===== src/rtl/mvau_axis.sv =====
`default_nettype none
// ============================================================================
// mvau_axis : matrix-vector activation unit with ready/valid streams, an
//             input-vector reuse buffer and a runtime-writable weight memory.
// Rev 1.0
// ============================================================================
module mvau_axis #(
    parameter int SIMD       = 2,
    parameter int PE         = 2,
    parameter int MatrixW    = 4,
    parameter int MatrixH    = 4,
    parameter int TSrcI      = 4,
    parameter int TW         = 4,
    parameter int TDstI      = 16,
    parameter int SIGNED     = 1,
    parameter int WMEM_DEPTH = (MatrixW / SIMD) * (MatrixH / PE),
    localparam int WA        = (WMEM_DEPTH > 1) ? $clog2(WMEM_DEPTH) : 1
) (
    input  logic                  clk,
    input  logic                  rst_n,
    input  logic [SIMD*TSrcI-1:0] in_data,
    input  logic                  in_v,
    output logic                  in_rdy,
    output logic [PE*TDstI-1:0]   out_data,
    output logic                  out_v,
    input  logic                  out_rdy,
    input  logic                  wgt_we,
    input  logic [WA-1:0]         wgt_addr,
    input  logic [PE*SIMD*TW-1:0] wgt_data,
    output logic                  busy
);

    localparam int SF  = MatrixW / SIMD;
    localparam int NF  = MatrixH / PE;
    localparam int SFW = (SF > 1) ? $clog2(SF) : 1;
    localparam int NFW = (NF > 1) ? $clog2(NF) : 1;
    localparam int PW  = TSrcI + TW + 2;

    typedef enum logic [0:0] {
        FILL  = 1'b0,
        REUSE = 1'b1
    } state_t;

    typedef logic signed [TDstI-1:0] acc_t;

    state_t               state_q, state_d;
    logic [SFW-1:0]       sf_q, sf_d;
    logic [NFW-1:0]       nf_q, nf_d;

    logic [SIMD*TSrcI-1:0] ibuf_q [SF];
    logic [PE*SIMD*TW-1:0] wmem_q [WMEM_DEPTH];

    logic                  s1_v_q, s1_first_q, s1_last_q;
    logic [SIMD*TSrcI-1:0] s1_act_q;
    logic [PE*SIMD*TW-1:0] s1_wgt_q;

    logic                  s2_v_q, s2_first_q, s2_last_q;
    acc_t                  s2_prod_q [PE][SIMD];

    acc_t                  acc_q [PE];
    logic                  out_v_q;
    logic [PE*TDstI-1:0]   out_data_q;

    logic                  w_stall, w_issue, w_sf_last, w_nf_last;
    logic [SIMD*TSrcI-1:0] w_act;
    logic [WA-1:0]         w_waddr;
    acc_t                  w_prod  [PE][SIMD];
    acc_t                  w_sum   [PE];
    acc_t                  w_acc_d [PE];

    assign w_stall   = out_v_q & ~out_rdy;
    assign w_sf_last = (sf_q == SFW'(SF - 1));
    assign w_nf_last = (nf_q == NFW'(NF - 1));
    assign w_waddr   = WA'(nf_q * SF + sf_q);
    assign w_act     = (state_q == FILL) ? in_data : ibuf_q[sf_q];

    always_comb begin
        state_d = state_q;
        sf_d    = sf_q;
        nf_d    = nf_q;
        in_rdy  = 1'b0;
        w_issue = 1'b0;
        case (state_q)
            FILL: begin
                in_rdy  = ~w_stall;
                w_issue = in_v & ~w_stall;
                if (w_issue && w_sf_last && (NF > 1)) begin
                    state_d = REUSE;
                end
            end
            REUSE: begin
                w_issue = ~w_stall;
                if (w_issue && w_sf_last && w_nf_last) begin
                    state_d = FILL;
                end
            end
            default: state_d = FILL;
        endcase
        if (w_issue) begin
            if (w_sf_last) begin
                sf_d = '0;
                nf_d = w_nf_last ? '0 : nf_q + NFW'(1);
            end else begin
                sf_d = sf_q + SFW'(1);
            end
        end
    end

    always_ff @(posedge clk) begin
        if (!rst_n) begin
            state_q <= FILL;
            sf_q    <= '0;
            nf_q    <= '0;
        end else begin
            state_q <= state_d;
            sf_q    <= sf_d;
            nf_q    <= nf_d;
        end
    end

    // Buffer and weight storage carry no reset; contents are always rewritten before use.
    always_ff @(posedge clk) begin
        if (w_issue && (state_q == FILL)) begin
            ibuf_q[sf_q] <= in_data;
        end
    end

    always_ff @(posedge clk) begin
        if (wgt_we && !busy) begin
            wmem_q[wgt_addr] <= wgt_data;
        end
    end

    // S1: synchronous weight read alongside the registered activation
    always_ff @(posedge clk) begin
        if (!rst_n) begin
            s1_v_q <= 1'b0;
        end else if (!w_stall) begin
            s1_v_q <= w_issue;
        end
    end

    always_ff @(posedge clk) begin
        if (!w_stall) begin
            s1_act_q   <= w_act;
            s1_wgt_q   <= wmem_q[w_waddr];
            s1_first_q <= (sf_q == '0);
            s1_last_q  <= w_sf_last;
        end
    end

    for (genvar p = 0; p < PE; p++) begin : g_pe
        for (genvar s = 0; s < SIMD; s++) begin : g_simd
            logic [TSrcI-1:0]     w_a;
            logic [TW-1:0]        w_w;
            logic                 w_a_sgn, w_w_sgn;
            logic signed [PW-1:0] w_a_x, w_w_x, w_pr;
            assign w_a     = s1_act_q[s*TSrcI +: TSrcI];
            assign w_w     = s1_wgt_q[(p*SIMD+s)*TW +: TW];
            assign w_a_sgn = (SIGNED != 0) && w_a[TSrcI-1];
            assign w_w_sgn = (SIGNED != 0) && w_w[TW-1];
            assign w_a_x   = {{(PW-TSrcI){w_a_sgn}}, w_a};
            assign w_w_x   = {{(PW-TW){w_w_sgn}}, w_w};
            assign w_pr    = w_a_x * w_w_x;
            assign w_prod[p][s] = acc_t'(w_pr);
        end
    end

    // S2: registered products
    always_ff @(posedge clk) begin
        if (!rst_n) begin
            s2_v_q <= 1'b0;
        end else if (!w_stall) begin
            s2_v_q <= s1_v_q;
        end
    end

    always_ff @(posedge clk) begin
        if (!w_stall) begin
            s2_prod_q  <= w_prod;
            s2_first_q <= s1_first_q;
            s2_last_q  <= s1_last_q;
        end
    end

    always_comb begin
        for (int p = 0; p < PE; p++) begin
            w_sum[p] = '0;
            for (int s = 0; s < SIMD; s++) begin
                w_sum[p] = w_sum[p] + s2_prod_q[p][s];
            end
            w_acc_d[p] = s2_first_q ? w_sum[p] : acc_q[p] + w_sum[p];
        end
    end

    // S3: accumulator; the output register loads from the same next value
    always_ff @(posedge clk) begin
        if (!rst_n) begin
            for (int p = 0; p < PE; p++) begin
                acc_q[p] <= '0;
            end
        end else if (!w_stall && s2_v_q) begin
            acc_q <= w_acc_d;
        end
    end

    always_ff @(posedge clk) begin
        if (!rst_n) begin
            out_v_q    <= 1'b0;
            out_data_q <= '0;
        end else if (!w_stall && s2_v_q && s2_last_q) begin
            out_v_q <= 1'b1;
            for (int p = 0; p < PE; p++) begin
                out_data_q[p*TDstI +: TDstI] <= w_acc_d[p];
            end
        end else if (out_rdy) begin
            out_v_q <= 1'b0;
        end
    end

    assign out_v    = out_v_q;
    assign out_data = out_data_q;
    assign busy     = (state_q != FILL) | (sf_q != '0) | s1_v_q | s2_v_q | out_v_q;

endmodule
`default_nettype wire


===== config.mk =====
export PLATFORM = sky130hd
export DESIGN_NAME = mvau_axis
export DESIGN_NICKNAME = d
export VERILOG_FILES = /design/src/rtl/mvau_axis.sv
export SDC_FILE = /design/constraint.sdc
export NUM_CORES = 1
export LEC_CHECK = 0
export BUFFER_PORTS_ARGS = -buffer_cell sky130_fd_sc_hd__buf_2
export CORE_MARGIN = 1.5
export CORE_UTILIZATION = 50
export DETAILED_ROUTE_END_ITERATION = 10
export PLACE_DENSITY_LB_ADDON = 0.15
export SLEW_MARGIN = 20
export SYNTH_ARGS = -nofsm -noshare
export SYNTH_HDL_FRONTEND = slang
export SYNTH_SLANG_ARGS = --single-unit
export TNS_END_PERCENT = 20

===== constraint.sdc =====
create_clock -name clk -period 3.7 [get_ports clk]
set_clock_uncertainty 0.15 [all_clocks]
set_input_delay 0.37 -clock clk [delete_from_list [all_inputs] [get_ports clk]]
set_output_delay 0.37 -clock clk [all_outputs]
set_load 0.02 [all_outputs]

==> impl_results.md <==
* Status: finished clean
* Final standard cell utilization of the core at 0.613
* Core ar. at 22800 um^2
* Total via count after detailed routing at 7826
* Commonest register cell after synthesis: edfxtp_1
* Via/cell ratio at 5.28
* TritonCTS buffer count at 24
* I/O pins at 66
* Synth cell types at 65
* Final period demand of the worst path at 3.67 ns
* Clock transition time at the flip-flop clock pins of the worst setup and hold paths at 0.06 ns
* Clock latency reported for the late side of the worst-skew pair at 0.51 ns
* Wire length of the first global-routing pass at 38400 um
* Critical Setup Path Class: reg2reg
* Post-Synthesis Net Count at 1193
* Antenna Nets Post-Route at 0
* Setup repair after global routing missed its margin: true
* Required time of the critical path at 3.94 ns
* Global placer's final weighted congestion at 0.852
* Crit Path Max Fanout at 3
* Master cell of the clock root buffer: clkbuf_16
* Site Rows at 55
* Worst hold slack after final layout at 0.0548 ns
* Int Power at 7.68 mW
* Worst slew slack as a fraction of its limit at 0.405
* Final layout net count at 1323
* Number of diodes at 0
* Maximum buffer depth of the clock tree at 3
* Maximum number of pins on one net before global-route repair at 43
* Number of cells produced by synthesis at 1025
* Reported leakage power at 5.98 nW
* Maximum cell stage delay along the critical path at 0.37 ns
* Instance area at placement at 12700 um^2
* Max capacitance violation total at 0
* Detailed-route wire length per cell at 15.7 um
* DIE WIDTH at 157 um
* Crit path setup slack, layout at 0.0311 ns
* Most Frequent Cell on Critical Path: a21oi_2
* Sum of routed wire length over all layers at 23200 um
* Antenna violations before repair at 0
* Transition at the pin with the smallest max-transition slack at 0.891 ns
* Aggregate negative setup slack at 0 ns
* Synth-to-Final Area Change at 18.8%
* Switching Power at 4.92 mW
* Family with the most delay on the worst path: compound AO/OA/AOI/OAI gates
* Ordered list of cells on the worst path: ha_2, fa_2, a21o_1, a21oi_2, o21ai_2, o41ai_4, ha_1, a21oi_2, o21ai_2, nor3_2, a21oi_2, a211oi_4, buf_4, mux2i_1, o32a_1, nor2_1
* Achievable frequency at 0.273 GHz
* Comb power frac at 0.568
* Sort of element at the end of the critical path: register
* TritonCTS clock tree: yes
* Portion of total power attributed to the clock network at 0.180
* Clock Sinks at 211
* Post-Layout Inst Area at 14000 um^2
* Number of global-route vias before repair at 7895
* Cell with the largest stage delay on the worst path: edfxtp_1
* Worst setup SP type: register
* Max VDD drop at 0.000554 V
* Switching power as a share of total power at 0.391
* Die area at 24500 um^2
* Proportion of layout cells with a drive suffix above 1 at 0.199
* Post-synthesis async set-or-reset flop share at 0
* Share of synthesized area occupied by flip-flops and latches at 0.477
* Sum of net half-perimeters after detailed placement at 16500 um
* First drt pass iteration count at 4
* Worst min-delay path category: in2reg
* Total of warnings raised by yosys at 0
* Initial drt markers at 357
* DRC violation count after routing at 0
* Post-synth EDFFs at 140
* Total standard cell area after synthesis at 11800 um^2
* Total congestion overflow after global routing at 0
* Max Transition Viols Final at 0
* Relative contribution of sequential cells to total power at 0.253
* Setup WS pre-CTS at -0.0269 ns
* H-tree levels at 1
* PwrDens at 900 nW/um^2
* Critical Path AT at 3.91 ns
* I/O Buffers at 65
* Number of buffers and inverters on the critical path at 1
* FF+latch count, synth at 211
* Portion of the clock cycle consumed by the worst path in the final layout at 0.992
* Tot GR Track Use at 0.196
* Starting density of the core at 0.516
* Post-Synthesis Mean Instance Area at 11.5 um^2
* Final setup violating endpoints at 0
* Die H at 157 um
* Final Hold Fails at 0
[cell usage after synthesis (24+ instances only)]
cell type	n	share of area
fa_1	40	0.068
a21oi_1	84	0.036
nor2_1	87	0.028
clkbuf_1	29	0.0092
inv_1	78	0.025
a211oi_1	27	0.017
o21ai_0	40	0.017
ha_1	97	0.10
edfxtp_1	140	0.36
and2_1	29	0.015
dfxtp_1	71	0.12
xnor2_1	47	0.035
a21o_1	24	0.015
nand2_1	65	0.021
[worst reg2reg max path, delay by kind of cell (launching register included)]
kind,cells,cell delay (ns)
multiplexers,1,0.19
flip-flops,1,0.37
buffers and inverters,1,0.17
AO/OA/AOI/OAI,9,1.58
AND/OR/NAND/NOR,2,0.18
adder cells (fa/ha/maj),3,0.90
[metal layers]
| layer | track usage | vias to the layer above | part of all wire |
|---|---|---|---|
| li1 | - | 3907 | - |
| met4 | 0.0422 | 0 | 0.017 |
| met1 | 0.248 | 3770 | 0.45 |
| met3 | 0.0266 | 34 | 0.029 |
| met2 | 0.356 | 115 | 0.50 |
| met5 | 0 | - | 0 |
[power by group through the flow]
stage	sequential (mW)	clock, mW	combinational, mW
after global routing	3.22	2.41	8.02
after CTS	3.18	2.32	6.54
after global placement	3.22	0	6.32
final	3.18	2.27	7.15
after floorplan	3.17	0	4.89
after detailed placement	3.22	0	6.40
[placed cells by master, fill, tap and decap left out, types with 34 or more instances in the layout]
cell and instances:
edfxtp_1 140, ha_1 91, nor2_1 85, inv_1 77, dfxtp_1 71, a21oi_1 70, nand2_1 65, buf_2 65
buf_4 49, xnor2_1 45, o21ai_0 38, fa_1 34
[worst paths after layout]
| path | startpoint | end | slack (ns) | cells past startpoint |
|---|---|---|---|---|
| worst max-delay path | s2_prod_q[32] | acc_q[31] | 0.03 | 16 |
| worst min-delay path | out_rdy | s1_v_q | 0.05 | 4 |
| worst min register to register | s1_first_q | s2_first_q | 0.28 | 0 |
| worst max register to register | s2_prod_q[32] | acc_q[31] | 0.03 | 16 |
[logic make-up (layout without fill, tap and decap cells)]
kind of cell / Yosys count / in the layout / synth area share
AND/OR/NAND/NOR: 231 / 231 / 0.0898
flip-flops: 211 / 211 / 0.477
buffers and inverters: 115 / 260 / 0.0394
multiplexers: 34 / 34 / 0.0460
AO/OA/AOI/OAI: 231 / 231 / 0.127
XOR/XNOR: 66 / 66 / 0.0491
adder cells (fa/ha/maj): 137 / 137 / 0.171
[layout make-up]
type / instances / area [um^2]
clock buffers: 32 / 661
clock inverters: 9 / 101
fillers: 1887 / 8850
inverters: 79 / 297
multi-input cells: 699 / 5960
flip-flops and latches: 211 / 5630
well taps: 313 / 392
repair buffers: 140 / 956
[state kept, by name (all words and copies together) (netlist names), named ones only]
signal,count
s2_prod_q,32
s1_v_q,1
s2_v_q,1
s2_first_q,1
state_q,1
acc_q,32
s1_act_q,8
wmem_q,64
nf_q,1
s1_first_q,1
sf_q,1
out_data,32
out_v,1
s1_last_q,1
s2_last_q,1
ibuf_q,16
s1_wgt_q,16
[stage by stage]
step           power [mW]  cells
2_1_floorplan        8.06   1025
3_3_place_gp         9.54   1409
3_5_place_dp         9.63   1409
4_1_cts              12.0   1475
5_1_grt              13.7   1483
6_report             12.6   1483
[repair_timing]
item	4_1_cts	5_1_grt
setup endpoints to repair	7	21
setup buffers	1	8
gates resized for setup	3	53
pin swaps	4	40
endpoints found under the hold margin	80	0
hold buffers	24	0
No activity file was read; power rests on OpenSTA's default activity.
